$ cat src/rtl/pwm_seq_pkg.sv
// Shared types for the PWM sample sequencer: FSM states and the
// modulator configuration bundle that is shadowed between periods.
package pwm_seq_pkg;

    localparam int unsigned CFG_BITS = 11;

    typedef enum logic [1:0] {
        IDLE,
        PRIME,
        RUN,
        STOP
    } state_t;

    typedef struct packed {
        logic [CFG_BITS-1:0] compare_max;
        logic                dual_slope_en;
        logic                double_slope_en;
    } pwm_cfg_t;

endpackage

$ cat src/rtl/pwm_sample_fifo.sv
// Synchronous sample FIFO with occupancy output and wrap-around pointers.
// Read data is the head entry; a same-cycle push never bypasses to it.
module pwm_sample_fifo
    import pwm_seq_pkg::*;
#(
    parameter int BITS       = 11,
    parameter int DEPTH_LOG2 = 2
) (
    input  logic                  clk,
    input  logic                  reset,
    input  logic                  push,
    input  logic [BITS-1:0]       push_data,
    input  logic                  pop,
    output logic [BITS-1:0]       pop_data,
    output logic                  full,
    output logic                  empty,
    output logic [DEPTH_LOG2:0]   level
);

    localparam int DEPTH = 1 << DEPTH_LOG2;

    logic [BITS-1:0]       mem [DEPTH];
    logic [DEPTH_LOG2-1:0] wr_ptr;
    logic [DEPTH_LOG2-1:0] rd_ptr;
    logic                  do_push;
    logic                  do_pop;

    assign full     = (level == (DEPTH_LOG2+1)'(DEPTH));
    assign empty    = (level == '0);
    assign do_push  = push && !full;
    assign do_pop   = pop && !empty;
    assign pop_data = mem[rd_ptr];

    always_ff @(posedge clk) begin
        if (reset) begin
            wr_ptr <= '0;
            rd_ptr <= '0;
            level  <= '0;
        end else begin
            if (do_push) wr_ptr <= wr_ptr + 1'b1;
            if (do_pop)  rd_ptr <= rd_ptr + 1'b1;
            case ({do_push, do_pop})
                2'b10:   level <= level + 1'b1;
                2'b01:   level <= level - 1'b1;
                default: level <= level;
            endcase
        end
    end

    always_ff @(posedge clk) begin
        if (do_push) mem[wr_ptr] <= push_data;
    end

endmodule

$ cat src/rtl/pwm_sample_sequencer.sv
// Feeds the pulse-width modulator one clamped sample per period and shadows its config.
// Define PWM_SEQ_UNDERRUN_HOLD_EN to repeat the last sample on underrun instead of 0.
module pwm_sample_sequencer
    import pwm_seq_pkg::*;
#(
    parameter int BITS        = CFG_BITS,
    parameter int DEPTH_LOG2  = 2,
    parameter int PRIME_LEVEL = 2
) (
    input  logic                clk,
    input  logic                reset,
    input  logic                enable,
    input  logic                cfg_write,
    input  logic [BITS-1:0]     cfg_compare_max,
    input  logic                cfg_dual_slope_en,
    input  logic                cfg_double_slope_en,
    input  logic [BITS-1:0]     in_data,
    input  logic                in_valid,
    output logic                in_ready,
    input  logic                pulse_done,
    output logic                pwm_reset,
    output logic [BITS-1:0]     pulse_width,
    output logic [BITS-1:0]     compare_max,
    output logic                dual_slope_en,
    output logic                double_slope_en,
    output logic                running,
    output logic                underrun,
    output logic [DEPTH_LOG2:0] fifo_level
);

    state_t          state;
    state_t          next_state;
    pwm_cfg_t        pending;
    pwm_cfg_t        active;
    pwm_cfg_t        next_cfg;
    logic            pending_valid;
    logic            apply_cfg;
    logic [BITS-1:0] next_cm;
    logic [BITS-1:0] head;
    logic [BITS-1:0] fill_value;
    logic            full;
    logic            empty;
    logic            push;
    logic            pop;
    logic            primed;
    logic            zero_pw;
    logic            fill;
    logic            set_underrun;
    logic            clr_underrun;

    function automatic logic [BITS-1:0] clamp(
        input logic [BITS-1:0] s,
        input logic [BITS-1:0] m
    );
        return (s > m) ? m : s;
    endfunction

    pwm_sample_fifo #(
        .BITS       (BITS),
        .DEPTH_LOG2 (DEPTH_LOG2)
    ) u_fifo (
        .clk       (clk),
        .reset     (reset),
        .push      (push),
        .push_data (in_data),
        .pop       (pop),
        .pop_data  (head),
        .full      (full),
        .empty     (empty),
        .level     (fifo_level)
    );

    assign in_ready        = !full;
    assign push            = in_valid && in_ready;
    assign primed          = (fifo_level >= (DEPTH_LOG2+1)'(PRIME_LEVEL));
    assign running         = (state == RUN) || (state == STOP);
    assign compare_max     = BITS'(active.compare_max);
    assign dual_slope_en   = active.dual_slope_en;
    assign double_slope_en = active.double_slope_en;

    // Config only moves while the modulator is held, or exactly at a period boundary.
    assign apply_cfg = pending_valid &&
                       ((state == IDLE) || (state == PRIME) || pulse_done);
    assign next_cfg  = apply_cfg ? pending : active;
    assign next_cm   = BITS'(next_cfg.compare_max);

`ifdef PWM_SEQ_UNDERRUN_HOLD_EN
    logic [BITS-1:0] last_sample;

    always_ff @(posedge clk) begin
        if (reset)    last_sample <= '0;
        else if (pop) last_sample <= head;
    end

    assign fill_value = clamp(last_sample, next_cm);
`else
    assign fill_value = '0;
`endif

    always_comb begin
        next_state   = state;
        pop          = 1'b0;
        zero_pw      = 1'b0;
        fill         = 1'b0;
        set_underrun = 1'b0;
        clr_underrun = 1'b0;
        unique case (state)
            IDLE: begin
                if (enable) begin
                    next_state   = PRIME;
                    clr_underrun = 1'b1;
                end
            end
            PRIME: begin
                if (!enable) begin
                    next_state = IDLE;
                end else if (primed) begin
                    pop        = 1'b1;
                    next_state = RUN;
                end
            end
            RUN: begin
                if (pulse_done) begin
                    if (!empty) begin
                        pop = 1'b1;
                    end else begin
                        fill         = 1'b1;
                        set_underrun = 1'b1;
                    end
                end
                if (!enable) next_state = STOP;
            end
            STOP: begin
                if (pulse_done) begin
                    next_state = IDLE;
                    zero_pw    = 1'b1;
                end else if (enable) begin
                    next_state = RUN;
                end
            end
            default: next_state = IDLE;
        endcase
    end

    always_ff @(posedge clk) begin
        if (reset) begin
            state         <= IDLE;
            pending       <= '0;
            pending_valid <= 1'b0;
            active        <= '0;
            pulse_width   <= '0;
            pwm_reset     <= 1'b1;
            underrun      <= 1'b0;
        end else begin
            state     <= next_state;
            active    <= next_cfg;
            pwm_reset <= (next_state == IDLE) || (next_state == PRIME);
            if (cfg_write) begin
                pending.compare_max     <= CFG_BITS'(cfg_compare_max);
                pending.dual_slope_en   <= cfg_dual_slope_en;
                pending.double_slope_en <= cfg_double_slope_en;
                pending_valid           <= 1'b1;
            end else if (apply_cfg) begin
                pending_valid <= 1'b0;
            end
            if (pop)          pulse_width <= clamp(head, next_cm);
            else if (zero_pw) pulse_width <= '0;
            else if (fill)    pulse_width <= fill_value;
            if (clr_underrun)      underrun <= 1'b0;
            else if (set_underrun) underrun <= 1'b1;
        end
    end

endmodule

$ cat config.mk
export PLATFORM = sky130hd
export DESIGN_NAME = pwm_sample_sequencer
export DESIGN_NICKNAME = d
export VERILOG_FILES = /design/src/rtl/pwm_seq_pkg.sv /design/src/rtl/pwm_sample_fifo.sv /design/src/rtl/pwm_sample_sequencer.sv
export SDC_FILE = /design/constraint.sdc
export NUM_CORES = 1
export LEC_CHECK = 0
export CAP_MARGIN = 20
export CORE_MARGIN = 4
export CORE_UTILIZATION = 47
export DETAILED_ROUTE_END_ITERATION = 10
export PLACE_DENSITY = 0.8
export SLEW_MARGIN = 30
export SYNTH_ARGS = -nofsm -noshare
export SYNTH_HDL_FRONTEND = slang
export SYNTH_HIERARCHICAL = 1
export SYNTH_SLANG_ARGS = --single-unit
export TNS_END_PERCENT = 20
$ cat constraint.sdc
create_clock -name clk -period 5.7 [get_ports clk]
set_clock_uncertainty 0.05 [all_clocks]
set_input_delay 0.855 -clock clk [delete_from_list [all_inputs] [get_ports clk]]
set_output_delay 0.855 -clock clk [all_outputs]
set_load 0.05 [all_outputs]
==> results of run 1 <==
## per-layer routing
metal  part of all wire [%]  GRT usage (%)  vias up
met5                      0              0        -
met4                    1.3           6.44        0
met3                    6.1           3.03        9
met2                     46           22.4       67
met1                     46           20.6     1256
li1                       -              -     1314
## logic make-up (layout without fill, tap and decap cells)
| logic type | count (synthesis) | count (layout) | synth area share, % |
|---|---|---|---|
| buffers and inverters | 33 | 94 | 3.52 |
| flip-flops | 95 | 95 | 57.2 |
| XOR/XNOR | 4 | 4 | 0.856 |
| adder cells (fa/ha/maj) | 19 | 19 | 5.99 |
| AND/OR/NAND/NOR | 80 | 80 | 9.05 |
| AO/OA/AOI/OAI | 64 | 64 | 10.9 |
| multiplexers | 37 | 37 | 12.4 |
## worst reg2reg max path, stage by stage (launching register included)
cell	delay, ps
dfxtp_1	420
inv_1	90
ha_1	320
o31ai_4	760
mux2i_1	260
ha_1	360
and4_1	210
o211ai_1	130
o311ai_2	680
buf_4	300
a31o_1	160
o21ai_1	50
## sequential cells by signal (all words and copies together) (netlist names), named ones only
name             flops
pwm_reset            1
u_fifo/mem          44
pulse_width         11
dual_slope_en        1
compare_max         11
pending             13
state                2
u_fifo/rd_ptr        2
underrun             1
u_fifo/wr_ptr        2
pending_valid        1
double_slope_en      1
u_fifo/level         3
## worst max-delay path by stage
| stage | start | endpoint | slack [ps] | cells past startpoint |
|---|---|---|---|---|
| after floorplan | pulse_done | pulse_width[3] | 2170 | 12 |
| after global placement | pulse_done | pulse_width[1] | 1230 | 10 |
| after detailed placement | pulse_done | pulse_width[1] | 1130 | 10 |
| after CTS | pulse_done | pulse_width[9] | 1520 | 10 |
| after global routing | pulse_done | pulse_width[2] | 1250 | 10 |
| final | pulse_done | pulse_width[9] | 1490 | 10 |
## area by class of cell
type	instances	area, um^2	area share, %
Clock buffer	9	124	2.50
Sequential cell	95	2340	47.2
Multi-Input combinational cell	204	1610	32.4
Clock inverter	7	73.8	1.49
Inverter	15	56.3	1.14
Tap cell	105	131	2.65
Timing Repair Buffer	63	623	12.6
## synth_stat cells, types with 2 or more instances
master | count | area, um^2
and2_1 | 6 | 37.5
a221oi_1 | 2 | 17.5
ha_1 | 18 | 225
a31o_1 | 9 | 78.8
nand2_1 | 17 | 63.8
o21ai_1 | 9 | 45.0
a211oi_1 | 2 | 15.0
buf_2 | 7 | 35.0
mux4_2 | 11 | 248
dfxtp_1 | 51 | 1020
a21oi_1 | 17 | 85.1
or2_2 | 2 | 12.5
buf_1 | 3 | 11.3
nor2_1 | 40 | 150
nor2b_1 | 2 | 12.5
edfxtp_1 | 44 | 1320
o21ai_0 | 6 | 30.0
a21o_1 | 5 | 37.5
nor3_1 | 2 | 10.0
o31ai_1 | 3 | 22.5
o211ai_1 | 2 | 15.0
xor2_1 | 3 | 26.3
nand2b_1 | 3 | 18.8
mux2i_1 | 26 | 260
inv_1 | 15 | 56.3
or3_1 | 3 | 18.8
clkbuf_1 | 6 | 22.5
## power groups by stage
stage	logic [mW]	clock network [mW]	registers, mW
after floorplan	0.147	0	0.801
after detailed placement	0.244	0	0.781
final	0.243	0.431	0.765
after global routing	0.266	0.473	0.769
after global placement	0.237	0	0.780
after CTS	0.244	0.439	0.765
## placed cells by master, fill, tap and decap left out, drive strengths merged
cell,count
a2111o,1
a211oi,2
a21o,5
a21oi,18
a221oi,2
a31o,9
a31oi,1
and2,6
and4,1
buf,3
clkbuf,9
clkdlybuf4s50,60
clkinv,3
dfxtp,51
edfxtp,44
fa,1
ha,18
inv,19
mux2i,26
mux4,11
nand2,17
nand2b,3
nand4,1
nor2,40
nor2b,2
nor3,3
nor3b,1
o211a,1
o211ai,2
o21a,1
o21ai,15
o311a,1
o311ai,1
o31ai,4
o32a,1
or2,2
or3,3
or3b,1
xnor2,1
xor2,3
## per-stage QoR
step	power, mW	cells
2_1_floorplan	0.948	332
3_3_place_gp	1.02	482
3_5_place_dp	1.02	482
4_1_cts	1.45	498
5_1_grt	1.51	498
6_report	1.44	498
==> metrics.md, run 1 <==
| Metric | Value |
|---|---|
| Flop pwr share | `53.2%` |
| Largest net degree at the start of global routing | `41` |
| Internal | `1.02 mW` |
| RSZ-0062 raised after global routing | `false` |
| Slew Limit Fails | `0` |
| Number of synthesized flops with an enable pin | `44` |
| Global Route Usage Sum | `14.8%` |
| HPWL after DPL | `5340 um` |
| Die height | `101 um` |
| CP max FO | `14` |
| Final routed DRC violation total | `0` |
| WP buf/inv | `2` |
| CTS buffer count | `9` |
| Status | `finished clean` |
| Hold slack final | `401 ps` |
| Cts repair resizes | `0` |
| Share of layout cells above drive strength 1 | `9.67%` |
| Vias in the first global route | `2469` |
| Grt total ovfl | `0` |
| FF-to-FF Start | `state[0]` |
| Sw power | `0.421 mW` |
| Crit path arrival time | `4420 ps` |
| Flop2flop setup slack | `1790 ps` |
| DIE AREA | `10300 um^2` |
| Clk network pwr share | `30.0%` |
| Post-synthesis register bit count | `95` |
| Most frequently used flop master after synthesis | `dfxtp_1` |
| Cell Pwr Density | `290 nW/um^2` |
| Highest Clock Rate | `237 MHz` |
| Synth Net Count | `381` |
| Cell count after synthesis | `332` |
| Final Core Density | `59.4%` |
| Core ar. | `8340 um^2` |
| Clock Tree Buf Depth | `2` |
| Cell area after synthesis | `4090 um^2` |
| Peak VDD IR | `0.000111 V` |
| Drt via density | `5.31` |
| Hold Buf Count CTS | `0` |
| Die Width | `101 um` |
| Setup_tns | `0 ps` |
| Min-Delay Startpoint | `pulse_width[2]` |
| DP Worst Slack | `1130 ps` |
| Combinational share of power | `16.9%` |
| Cell depth of the worst flop-to-flop path | `11` |
| Wirelength, routed | `7460 um` |
| TritonRoute pass-1 iters | `4` |
| First-pass GRT wire length | `11900 um` |
| Drt wl/cell | `15.0 um` |
| Initial Utilization | `49.1%` |
| DRT antenna net count | `0` |
| Clk sinks | `95` |
| Final Cell Area | `4960 um^2` |
| Worst setup path class | `input pin to register` |
| Hold EP | `pulse_width[2]` |
| Initial drt markers | `99` |
| Antenna Cells | `0` |
| Critical path endpoint category | `register` |
| Gpl congestion | `0.913` |
| Max-Cap Viols | `0` |
| PortBufs | `60` |
| Critical Path Source Type | `input pin` |
| Final period util | `73.9%` |
| CP max stage cell | `o31ai_4` |
| Number of I/O pins | `61` |
| Final hold viol count | `0` |
| Worst hold path depth | `2` |
| H-tree depth | `3` |
| Slew of the pin with the lowest slew margin | `901 ps` |
| Worst hold path class | `register to register` |
| Clk slew on worst S/H paths | `100 ps` |
| Clock Tree Root | `clkbuf_8` |
| Fraction of registers with async set/reset | `0%` |
| Final Setup Violations | `0` |
| Area Overhead vs Synth | `21.1%` |
| Seq/Total Area, Yosys | `57.2%` |
| Skew-Pair Late Insertion Delay | `370 ps` |
| Initial antenna violation count | `0` |
| Synth cell types | `45` |
| Final setup margin | `1490 ps` |
| Leakage | `1.89 nW` |
| Post-CTS Setup Bufs | `0` |
| Final #Nets | `437` |
| Syn avg cell area | `12.3 um^2` |
| Detailed-route via count | `2646` |
| CP max stage delay | `850 ps` |
| FP Rows | `33` |
| CP cell instances | `clkdlybuf4s50_1 -> o31ai_4 -> mux2i_1 -> ha_1 -> and4_1 -> o211ai_1 -> o311ai_2 -> buf_4 -> a31o_1 -> o21ai_1` |
| RR Endpoint | `pulse_width[9]` |
| Period minus WS final | `4210 ps` |
| CP top delay family | `compound AO/OA/AOI/OAI gates` |
| Yosys warns | `6` |
| Placement Cell Area | `4760 um^2` |
| Switch share | `29.2%` |
| Fill cells | `663` |
| Req. time, crit path | `5910 ps` |
| CTS tree | `yes` |
| Slew headroom | `39.9%` |
Note: power is estimated with default switching activity, not from simulation.
==> inputs of run 2 (changes only) <==
==> constraint.sdc (replaced) <==
create_clock -name clk -period 4.1 [get_ports clk]
set_clock_uncertainty 0.05 [all_clocks]
set_input_delay 0.615 -clock clk [delete_from_list [all_inputs] [get_ports clk]]
set_output_delay 0.615 -clock clk [all_outputs]
set_load 0.05 [all_outputs]
==> run 2 against run 1 <==
Sequential share of layout area fell by 0.33 points. Worst hold slack barely moved. Final area rose by 0.71%. Critical path type is now register to register. Largest cell class unchanged.
==> metrics.md, run 2 (synthesized netlist as in run 1, its figures left out) <==
| Metric | Value |
|---|---|
| Status | `finished clean` |
| Share of layout cells above drive strength 1 | `10.8%` |
| Max reg flops | `44` |
| Final setup margin | `565 ps` |
| Final hold viol count | `0` |
| Combinational share of power | `17.3%` |
| CP max FO | `18` |
| Most common cell after layout, fill and taps aside | `clkdlybuf4s50_1` |
| CP top delay family | `compound AO/OA/AOI/OAI gates` |
| Number of I/O pins | `61` |
| CP max stage cell | `a2111o_1` |
| Final Power | `2.01 mW` |
| First-pass GRT wire length | `12900 um` |
| Grt total ovfl | `0` |
| Worst setup path class | `register to register` |
| CTS tree | `yes` |
| Final std cells w/o fill | `503` |
| Final #Nets | `442` |
| Final period util | `86.2%` |
| Most flop-heavy register | `u_fifo/mem` |
| Req. time, crit path | `4360 ps` |
| Fill cells | `682` |
| Clock Tree Root | `clkbuf_8` |
| Final Core Density | `59.9%` |
| Max-Cap Viols | `0` |
| FP Rows | `33` |
| Drt wl/cell | `15.4 um` |
| Global Route Usage Sum | `16.2%` |
| Initial drt markers | `87` |
| DRT antenna net count | `0` |
| Most frequent cells in the layout | `clkdlybuf4s50_1, dfxtp_1, edfxtp_1, nor2_1, mux2i_1` |
| TritonRoute pass-1 iters | `6` |
| Leakage | `1.91 nW` |
| Largest net degree at the start of global routing | `26` |
| Setup_tns | `0 ps` |
| Initial antenna violation count | `0` |
| Slew headroom | `41.4%` |
| Slew Limit Fails | `0` |
| CP dominant cell by count | `ha_1` |
| RSZ-0062 raised after global routing | `false` |
| Gpl congestion | `0.840` |
| Placement Cell Area | `4800 um^2` |
| Leading registers by flop count | `u_fifo/mem x44, pending x13` |
| Clk slew on worst S/H paths | `110 ps` |
| Detailed-route via count | `2697` |
| Drt via density | `5.36` |
| PortBufs | `60` |
| Final Cell Area | `4990 um^2` |
| Cell Pwr Density | `403 nW/um^2` |
| Hold Buf Count CTS | `0` |
| Die height | `101 um` |
| Final routed DRC violation total | `0` |
| Critical Path Source Type | `register` |
| Critical path endpoint category | `register` |
| Vias in the first global route | `2693` |
| WP buf/inv | `2` |
| Area Overhead vs Synth | `22.0%` |
| Antenna Cells | `0` |
| Core ar. | `8340 um^2` |
| Die Width | `101 um` |
| Slew of the pin with the lowest slew margin | `876 ps` |
| Initial Utilization | `49.1%` |
| Flop pwr share | `52.9%` |
| Placed insts | `487` |
| Hold slack final | `400 ps` |
| Peak VDD IR | `0.000188 V` |
| DIE AREA | `10300 um^2` |
| H-tree depth | `3` |
| Worst hold path class | `register to register` |
| Sw power | `0.588 mW` |
| CTS buffer count | `9` |
| Wirelength, routed | `7750 um` |
| Internal | `1.42 mW` |
| Final Setup Violations | `0` |
| CP cell instances | `inv_1 -> ha_1 -> o31ai_4 -> buf_4 -> mux2i_1 -> ha_1 -> and4_1 -> o211ai_1 -> a2111o_1 -> a31o_1 -> o21ai_1` |
| Cts repair resizes | `0` |
| Highest Clock Rate | `283 MHz` |
| Period minus WS final | `3540 ps` |
| Clock Tree Buf Depth | `2` |
| Switch share | `29.2%` |
| Clk sinks | `95` |
| CP max stage delay | `650 ps` |
| Clk network pwr share | `29.9%` |
| Crit path arrival time | `3790 ps` |
| Post-CTS Setup Bufs | `0` |
| HPWL after DPL | `5760 um` |
| Skew-Pair Late Insertion Delay | `370 ps` |
| DP Worst Slack | `235 ps` |
## run 2: cell types whose count changed in the layout (fill, tap and decap cells not counted)
cell      change
buf_4         +5
inv_8         +2
clkinv_8      -1
inv_6         -1
## run 2: final timing paths
check        cells past startpoint           start        endpoint  slack, ps
max reg2reg                     11        state[1]  pulse_width[0]        560
min                              2  pulse_width[6]  pulse_width[6]        400
max                             11        state[1]  pulse_width[0]        560
min reg2reg                      2  pulse_width[6]  pulse_width[6]        400
## run 2: worst reg2reg max path, delay by kind of cell, from the launching register on
| kind | cells | cell delay, ps |
|---|---|---|
| simple gates | 1 | 190 |
| fa+ha+maj | 2 | 460 |
| compound gates | 5 | 1710 |
| buf+inv | 2 | 350 |
| flops | 1 | 420 |
| mux | 1 | 310 |
## run 2: per-layer routing
metal	vias to the layer above	part of all wire [%]	wire length [um]	GRT usage (%)
met2	72	49	3760	26.1
met1	1288	44	3400	21.3
met5	-	0	0	0
li1	1324	-	-	-
met3	13	6.0	465	3.51
met4	0	1.7	129	6.54
## run 2: cell type report
class	count	area, um^2	area share (%)
flip-flops and latches	95	2340	46.9
multi-input cells	204	1610	32.2
repair buffers	68	661	13.2
well taps	105	131	2.63
clock buffers	9	124	2.48
clock inverters	7	71.3	1.43
inverters	15	56.3	1.13
## run 2: power by group through the flow
| stage | combinational [mW] | clock (mW) | sequential, mW |
|---|---|---|---|
| after global routing | 0.381 | 0.655 | 1.07 |
| final | 0.347 | 0.601 | 1.06 |
| after floorplan | 0.204 | 0 | 1.11 |
| after global placement | 0.335 | 0 | 1.08 |
| after CTS | 0.349 | 0.613 | 1.06 |
| after detailed placement | 0.348 | 0 | 1.09 |
==> inputs of run 3 (changes only) <==
--- a/config.mk
+++ b/config.mk
@@ -7,9 +7,9 @@
 export LEC_CHECK = 0
 export CAP_MARGIN = 20
 export CORE_MARGIN = 4
-export CORE_UTILIZATION = 47
+export CORE_UTILIZATION = 30
 export DETAILED_ROUTE_END_ITERATION = 10
-export PLACE_DENSITY = 0.8
+export PLACE_DENSITY = 0.58
 export SLEW_MARGIN = 30
 export SYNTH_ARGS = -nofsm -noshare
 export SYNTH_HDL_FRONTEND = slang
==> run 3 against run 2 <==
Clock power rose by 45%. Fmax rose by 0.74%. Die area rose by 52%. Count of clock-buffer cells in the layout did not move. Final area rose by 4.6%. Non-clock buffer count rose by 3. Via count fell by 0.96%. Highest routed layer unchanged.
==> metrics.md, run 3 (synthesized netlist as in run 1, its figures left out) <==
| Metric | Value |
|---|---|
| Post-CTS Setup Bufs | `0` |
| Final Power | `2.29 mW` |
| TritonRoute pass-1 iters | `4` |
| Most used routing layer | `met2` |
| WP buf/inv | `1` |
| Met3 Usage GRT | `3.77%` |
| CP cell instances | `inv_1 -> ha_1 -> o31ai_4 -> mux2i_1 -> ha_1 -> and4_1 -> o211ai_1 -> a2111o_1 -> a31o_1 -> o21ai_1` |
| Cell Pwr Density | `438 nW/um^2` |
| Skew-Pair Late Insertion Delay | `350 ps` |
| Met2 Use GR | `18.4%` |
| Critical Path Source Type | `register` |
| Worst hold path depth | `2` |
| Initial antenna violation count | `0` |
| Grt total ovfl | `0` |
| Antenna Cells | `0` |
| Initial Utilization | `30.8%` |
| Final Cell Area | `5220 um^2` |
| Most common cell after layout, fill and taps aside | `clkdlybuf4s50_1` |
| PortBufs | `60` |
| Vias in the first global route | `2770` |
| Hold EP | `pulse_width[3]` |
| Final routed DRC violation total | `0` |
| Req. time, crit path | `4330 ps` |
| Die Width | `125 um` |
| Highest Clock Rate | `285 MHz` |
| RSZ-0062 raised after global routing | `false` |
| FF-to-FF Start | `state[1]` |
| Most flop-heavy register | `u_fifo/mem` |
| Leading registers by flop count | `u_fifo/mem x44, pending x13` |
| Flop2flop setup slack | `590 ps` |
| Die height | `125 um` |
| Max-Cap Viols | `0` |
| Drt wl/cell | `15.1 um` |
| Leakage | `1.97 nW` |
| First-pass GRT wire length | `14300 um` |
| Final hold viol count | `0` |
| Crit path arrival time | `3740 ps` |
| Core ar. | `13300 um^2` |
| Slew headroom | `46.9%` |
| CP dominant cell by count | `ha_1` |
| Worst setup path class | `register to register` |
| Clk sinks | `95` |
| Largest net degree at the start of global routing | `41` |
| H-tree depth | `3` |
| Clk slew on worst S/H paths | `70 ps` |
| RR Endpoint | `pulse_width[0]` |
| CP max stage delay | `650 ps` |
| Clock Tree Root | `clkbuf_16` |
| Clock Tree Buf Depth | `2` |
| Gpl congestion | `0.788` |
| Global Route Usage Sum | `11.6%` |
| Final Setup Violations | `0` |
| Worst hold path class | `register to register` |
| Max reg flops | `44` |
| Detailed-route via count | `2671` |
| DRT antenna net count | `0` |
| Critical path endpoint category | `register` |
| Cell depth of the worst flop-to-flop path | `10` |
| Wirelength, routed | `8720 um` |
| DIE AREA | `15600 um^2` |
| Number of I/O pins | `61` |
| Slew Limit Fails | `0` |
| Peak VDD IR | `0.000197 V` |
| Drt via density | `4.63` |
| CP max FO | `18` |
| Met1 Use GR | `14.7%` |
| Status | `finished clean` |
| Placement Cell Area | `4910 um^2` |
| HPWL after DPL | `6280 um` |
| FP Rows | `42` |
| Slew of the pin with the lowest slew margin | `794 ps` |
| Most frequent cells in the layout | `clkdlybuf4s50_1, dfxtp_1, edfxtp_1, nor2_1, mux2i_1` |
| Final period util | `85.6%` |
| Setup_tns | `0 ps` |
| Cts repair resizes | `0` |
| Share of layout cells above drive strength 1 | `11.5%` |
| Final #Nets | `445` |
| Min-Delay Startpoint | `pulse_width[3]` |
| CTS tree | `yes` |
| CTS buffer count | `9` |
| Area Overhead vs Synth | `27.6%` |
| Hold Buf Count CTS | `0` |
| Period minus WS final | `3510 ps` |
| CP max stage cell | `a2111o_1` |
| CP top delay family | `compound AO/OA/AOI/OAI gates` |
| Initial drt markers | `145` |
-- run 3: changes by cell type in the layout (fill, tap and decap cells not counted), sizes merged --
cell / before / now
bufinv: 0 / 1
clkinv: 2 / 1
clkinvlp: 0 / 1
buf: 8 / 11
inv: 20 / 19
-- run 3: layout make-up --
| type | count | area, um^2 |
|---|---|---|
| multi-input cells | 204 | 1610 |
| repair buffers | 71 | 683 |
| inverters | 15 | 56.3 |
| clock buffers | 9 | 225 |
| flip-flops and latches | 95 | 2340 |
| clock inverters | 7 | 88.8 |
| well taps | 176 | 220 |
| fillers | 1268 | 8070 |
-- run 3: power breakdown --
part           total (mW)  switching [mW]  internal [mW]
Sequential           1.07          0.0281           1.04
Combinational       0.350           0.204          0.147
Clock               0.873           0.384          0.489
-- run 3: per-stage QoR --
step           utilization (%)  instances  hold slack, ps  setup WS (ps)
3_5_place_dp              36.9        561             417            169
6_report                  39.3        577             416            590
4_1_cts                   39.3        577             429            550
2_1_floorplan                -        332             409            811
3_3_place_gp              36.9        561             406            353
5_1_grt                   39.3        577             445            379
-- run 3: worst min-delay path: stages (launching register included) --
cell,delay (ps)
dfxtp_1,320
nand2_1,50
o21ai_1,50
-- run 3: routing by layer --
| layer | vias to the layer above | share of wire [%] |
|---|---|---|
| met4 | 0 | 2.1 |
| met3 | 13 | 4.4 |
| li1 | 1331 | - |
| met5 | - | 0 |
| met2 | 51 | 47 |
| met1 | 1276 | 47 |
-- run 3: worst max path at each step --
stage,from,to,slack [ps],cells past startpoint
floorplan,pulse_done,pulse_width[3],810,12
detailed placement,pulse_done,pulse_width[0],170,9
global placement,pulse_done,pulse_width[6],350,9
CTS,state[1],pulse_width[0],550,10
global route,state[1],pulse_width[9],380,10
finish,state[1],pulse_width[0],590,10
